### config.mk
export PLATFORM = sky130hd
export DESIGN_NAME = tx_unit
export DESIGN_NICKNAME = d
export VERILOG_FILES = /design/src/rtl/tx_unit.sv
export SDC_FILE = /design/constraint.sdc
export NUM_CORES = 1
export LEC_CHECK = 0
export ABC_AREA = 1
export BUFFER_PORTS_ARGS = -buffer_cell sky130_fd_sc_hd__buf_4
export CAP_MARGIN = 20
export CORE_AREA = 3 3 56 58
export CTS_CLUSTER_SIZE = 12
export DETAILED_ROUTE_END_ITERATION = 10
export DIE_AREA = 0 0 59 61
export GPL_ROUTABILITY_DRIVEN = 0
export MAX_ROUTING_LAYER = met4
export PLACE_DENSITY = 0.71
export SYNTH_ARGS = -nofsm -noshare
export SYNTH_HDL_FRONTEND = slang
export SYNTH_SLANG_ARGS = --single-unit
### constraint.sdc
create_clock -name clk -period 2.7 [get_ports clk]
set_clock_uncertainty 0.15 [all_clocks]
set_input_delay 0.135 -clock clk [delete_from_list [all_inputs] [get_ports clk]]
set_output_delay 0.135 -clock clk [all_outputs]
set_load 0.1 [all_outputs]
### src/rtl/tx_unit.sv
// ---------------------------------------------------------------------------
// tx_unit: MiniUart transmitter. Holds one byte from the CPU bus and sends it
// as an 8N1 frame (start 0, eight data bits LSB first, stop 1) on txd. Each
// serial bit lasts TICKS_PER_BIT en_tx ticks. If a byte is already waiting
// when a stop bit ends, the next frame starts with no idle gap.
//
// Ports
//   clk    system clock
//   rst    asynchronous active-high reset
//   en_tx  single-cycle enable tick (8x baud); the FSM advances only on it
//   d_in   byte to transmit
//   load   write strobe, captures d_in when the holding register is empty
//   txd    registered serial output, idles high
//   ts     1 = holding register empty (a write is accepted)
//   busy   1 while a frame is on the line
//   irq    one-clk pulse at the end of every stop bit
//
// state | meaning
// ------+---------------------------------------------------------------
// IDLE  | line idle (txd=1); waits for a tick with the holding reg full
// START | start bit (txd=0); the transfer tick counts as its tick 0
// DATA  | eight data bits, shifter shifts right at each bit boundary
// STOP  | stop bit (txd=1); pulses irq and chains the next byte if any
// ---------------------------------------------------------------------------
module tx_unit #(
    parameter int TICKS_PER_BIT = 8
) (
    input  logic       clk,
    input  logic       rst,
    input  logic       en_tx,
    input  logic [7:0] d_in,
    input  logic       load,
    output logic       txd,
    output logic       ts,
    output logic       busy,
    output logic       irq
);

    localparam int CW = (TICKS_PER_BIT > 1) ? $clog2(TICKS_PER_BIT) : 1;
    localparam logic [CW-1:0] TICK_LAST = CW'(TICKS_PER_BIT - 1);

    typedef enum logic [1:0] {
        IDLE  = 2'd0,
        START = 2'd1,
        DATA  = 2'd2,
        STOP  = 2'd3
    } state_t;

    state_t        state_q, state_d;
    logic [7:0]    thr_q, thr_d;
    logic          thr_full_q, thr_full_d;
    logic [7:0]    shift_q, shift_d;
    logic [CW-1:0] tick_cnt_q, tick_cnt_d;
    logic [2:0]    bit_cnt_q, bit_cnt_d;
    logic          txd_q, txd_d;
    logic          irq_q, irq_d;
    logic          bit_end;

    assign bit_end = (tick_cnt_q == TICK_LAST);

    always_comb begin
        state_d    = state_q;
        thr_d      = thr_q;
        thr_full_d = thr_full_q;
        shift_d    = shift_q;
        tick_cnt_d = tick_cnt_q;
        bit_cnt_d  = bit_cnt_q;
        txd_d      = txd_q;
        irq_d      = 1'b0;

        // Acceptance looks at the registered flag only, so a load in the
        // same cycle as a transfer out of thr is dropped (the transfer
        // below only fires when thr_full_q is already set).
        if (load && !thr_full_q) begin
            thr_d      = d_in;
            thr_full_d = 1'b1;
        end

        if (en_tx) begin
            case (state_q)
                IDLE: begin
                    txd_d = 1'b1;
                    if (thr_full_q) begin
                        shift_d    = thr_q;
                        thr_full_d = 1'b0;
                        tick_cnt_d = '0;
                        txd_d      = 1'b0;
                        state_d    = START;
                    end
                end
                START: begin
                    if (bit_end) begin
                        tick_cnt_d = '0;
                        bit_cnt_d  = 3'd0;
                        txd_d      = shift_q[0];
                        state_d    = DATA;
                    end else begin
                        tick_cnt_d = tick_cnt_q + CW'(1);
                    end
                end
                DATA: begin
                    if (bit_end) begin
                        tick_cnt_d = '0;
                        if (bit_cnt_q == 3'd7) begin
                            txd_d   = 1'b1;
                            state_d = STOP;
                        end else begin
                            shift_d   = {1'b0, shift_q[7:1]};
                            txd_d     = shift_q[1];
                            bit_cnt_d = bit_cnt_q + 3'd1;
                        end
                    end else begin
                        tick_cnt_d = tick_cnt_q + CW'(1);
                    end
                end
                STOP: begin
                    if (bit_end) begin
                        irq_d      = 1'b1;
                        tick_cnt_d = '0;
                        if (thr_full_q) begin
                            // Back-to-back: the next start bit begins on
                            // this very boundary.
                            shift_d    = thr_q;
                            thr_full_d = 1'b0;
                            txd_d      = 1'b0;
                            state_d    = START;
                        end else begin
                            state_d = IDLE;
                        end
                    end else begin
                        tick_cnt_d = tick_cnt_q + CW'(1);
                    end
                end
                default: begin
                    txd_d   = 1'b1;
                    state_d = IDLE;
                end
            endcase
        end
    end

    always_ff @(posedge clk or posedge rst) begin
        if (rst) begin
            state_q    <= IDLE;
            thr_q      <= 8'h00;
            thr_full_q <= 1'b0;
            shift_q    <= 8'h00;
            tick_cnt_q <= '0;
            bit_cnt_q  <= 3'd0;
            txd_q      <= 1'b1;
            irq_q      <= 1'b0;
        end else begin
            state_q    <= state_d;
            thr_q      <= thr_d;
            thr_full_q <= thr_full_d;
            shift_q    <= shift_d;
            tick_cnt_q <= tick_cnt_d;
            bit_cnt_q  <= bit_cnt_d;
            txd_q      <= txd_d;
            irq_q      <= irq_d;
        end
    end

    assign txd  = txd_q;
    assign ts   = ~thr_full_q;
    assign busy = (state_q != IDLE);
    assign irq  = irq_q;

endmodule

==> flow_summary_export.csv <==
group,metric,value,unit
route,first_pass_iters,4,
timing,tns,0,ns
clocking,cts-root-buf,"clkbuf_4",
layout,multi_input_area,713.2,um^2
layout,seq_area,676.9,um^2
worst_setup_path,required,2.41,ns
worst_setup_path,critPathMaxFanout,5,
worst_setup_path,cp-endpoint,"busy",
route,wirelength,2.946,mm
worst_setup_path,worstReg2RegStart,"state_q[0]$_DFFE_PP0P_",
layout,n_antenna_cell,0,
clocking,cts_buffers,3,
clocking,htreeDepth,1,
power,max-vdd-ir-drop,0.8960,mV
worst_setup_path,path_common_cell,"inv_1",
clocking,path_clk_slew,0.15,ns
layout,area_delta_synth_final,18.99,%
worst_setup_path,cp_slowest_stage_delay,0.47,ns
timing,setup_violations,0,
placement,dp_hpwl,2.131,mm
layout,fill_cells,243,
floorplanning,die_h,61,um
placement,port-buffer-count,15,
worst_setup_path,path_buf_inv,3,
clocking,clk_latency,0.33,ns
worst_setup_path,critPathLaunch,"state_q[0]$_DFFE_PP0P_",
power,leakagePower,0.0009568,uW
floorplanning,io_pins,16,
global_routing,antenna_found_initial,0,
worst_setup_path,ff2ff_path_depth,8,
route,num_vias,1254,
flow_run,maxCapViolCount,0,
global_routing,grtUsageTotal,18.63,%
worst_setup_path,cp_cell_sequence,"inv_1 > ha_1 > inv_1 > buf_4",
yosys,netlist_area,0.001483,mm^2
outcome,status,"finished clean",
clocking,clock-sinks,27,
worst_setup_path,cp-end-kind,"output pin",
timing,fmax,555.9,MHz
timing,worst_slew_pin_slew,0.9988,ns
layout,nNetsFinal,237,
clocking,cts_tree,"built",
yosys,synth_cell_types,21,
global_routing,grt_max_degree,28,
yosys,yosys_warnings,0,
floorplanning,rows,19,
timing,hold_ws,0.3373,ns
global_routing,grt_pass1_wl,4.940,mm
floorplanning,die-area,0.003599,mm^2
worst_setup_path,cp_slowest_cell,"dfrtp_1",
worst_setup_path,critPathTopFamily,"buffers and inverters",
layout,drive_gt1_share,15.49,%
yosys,synth_fp_nets,208,
route,wire_per_inst,12.07,um
worst_setup_path,r2r_end,"shift_q[2]$_DFFE_PP0P_",
timing,finalCriticalPeriod,1.799,ns
worst_setup_path,worstSetupPathType,"register to output pin",
clocking,post_cts_resized,0,
yosys,synthCells,185,
route,route.antenna.remaining_nets,0,
route,drtIter0Drc,79,
yosys,ys_ff_latch,27,
timing,finalHoldViolCount,0,
timing,slew_violations,0,
route,viasPerCell,5.139,
worst_setup_path,path_depth,4,
power,p_per_area,1054,mW/mm^2
worst_setup_path,crit_arrival,1.51,ns
timing,post-route-period-util,66.63,%
yosys,synth-seq-area-share,45.65,%
global_routing,grt_overflow,0,
clocking,clk_path_buf_depth,2,
route,drc,0,
floorplanning,core,0.002710,mm^2
worst_setup_path,critPathLaunchType,"register",
timing,rsz0062_at_grt,"no",
floorplanning,die_x,59,um
timing,slew_headroom,33.34,%
min_path,hold_path_class,"register to register",
global_routing,grt_pass1_vias,1086,
worst_setup_path,r2r_slack,0.91,ns
yosys,synth_area_per_cell,8.014,um^2
floorplanning,initial_core_util,54.71,%
flip-flops by register name (all words and copies together), names as in the netlist:
name and cells:
bit_cnt_q 3, irq 1, shift_q 8, state_q 2, thr_full_q 1, thr_q 8, tick_cnt_q 3, txd 1
synth_stat cells:
cell | n | share of area (%)
a21oi_1 | 6 | 2.0
a21oi_2 | 1 | 0.59
a21oi_4 | 1 | 1.1
buf_2 | 2 | 0.68
buf_4 | 1 | 0.51
dfrtp_1 | 26 | 44
dfstp_2 | 1 | 1.8
ha_1 | 11 | 9.3
inv_1 | 18 | 4.6
inv_2 | 2 | 0.51
mux2_2 | 2 | 1.5
nand2_1 | 65 | 16
nand2_2 | 4 | 1.7
nand2_4 | 1 | 0.76
nand3_1 | 16 | 5.4
nand3b_1 | 1 | 0.51
nand4_1 | 3 | 1.3
nor2_1 | 11 | 2.8
nor2_2 | 1 | 0.42
o21ai_0 | 11 | 3.7
o22a_1 | 1 | 0.59
what timing repair did:
action,in CTS,in global routing
setup endpoints to repair,0,0
buffers inserted,0,0
hold buffers,11,0
endpoints found under the hold margin,36,0
worst min-delay path by stage:
| stage | start | depth (start not counted) | slack [ns] | to |
|---|---|---|---|---|
| 4_1_cts | txd$_DFFE_PP1P_ | 2 | 0.34 | txd$_DFFE_PP1P_ |
| 3_5_place_dp | d_in[7] | 2 | 0.23 | thr_q[7]$_DFFE_PP0P_ |
| 2_1_floorplan | rst | 1 | 0.04 | bit_cnt_q[0]$_DFFE_PP0P_ |
| 3_3_place_gp | d_in[7] | 2 | 0.22 | thr_q[7]$_DFFE_PP0P_ |
| 5_1_grt | shift_q[6]$_DFFE_PP0P_ | 2 | 0.36 | shift_q[6]$_DFFE_PP0P_ |
| 6_report | txd$_DFFE_PP1P_ | 2 | 0.34 | txd$_DFFE_PP1P_ |
placed cells by master (no fill, tap or decap), drive strengths merged, types with 8 or more instances in the layout:
cell and instances:
nor2 12, buf 16, dfrtp 26, ha 11, inv 20, a21oi 8
nand2 70, o21ai 11, dlygate4sd3 11, nand3 16
routing by layer:
metal / global-route usage (%) / vias up / routed length (um)
met5: - / - / 0
met4: 6.796 / 0 / 29
met3: 2.553 / 4 / 90
met2: 29.34 / 24 / 1371
met1: 24.47 / 583 / 1453
li1: - / 643 / -
per-stage QoR:
stage	instances	util [%]	cell area, um^2	power (uW)	setup slack (ns)
floorplan	185	-	1483	1457	1.128
global placement	229	59.93	1624	1642	0.9826
detailed placement	229	59.93	1624	1672	0.9387
CTS	244	65.10	1764	1867	0.8894
global route	244	65.10	1764	2019	0.7830
finish	244	65.10	1764	1859	0.9010
area by class of cell:
class | instances | area share (%)
clock inverters | 1 | 0.4255
clock buffers | 3 | 1.277
well taps | 31 | 2.199
repair buffers | 27 | 13.05
inverters | 20 | 4.255
flip-flops and latches | 27 | 38.37
multi-input cells | 135 | 40.43
report_power, final:
group / leakage [uW] / internal (uW) / switching (uW)
sequential: 0.000327 / 581 / 106
clock: 0.0000139 / 56.7 / 128
combinational: 0.000616 / 320 / 668
worst reg2reg max path: cells and delay by family (launching register included):
family | cells | cell delay [ns]
adders and majority gates | 1 | 0.23
buffers and inverters | 2 | 0.30
DFF | 1 | 0.47
and+or+nand+nor | 5 | 0.57
cells by family after synthesis:
family / Yosys count / share of synthesized area (%)
simple gates: 102 / 29.28
mux: 2 / 1.519
buf+inv: 23 / 6.245
flops: 27 / 45.65
fa+ha+maj: 11 / 9.283
compound gates: 20 / 8.017
Note: power is estimated with default switching activity, not from simulation.
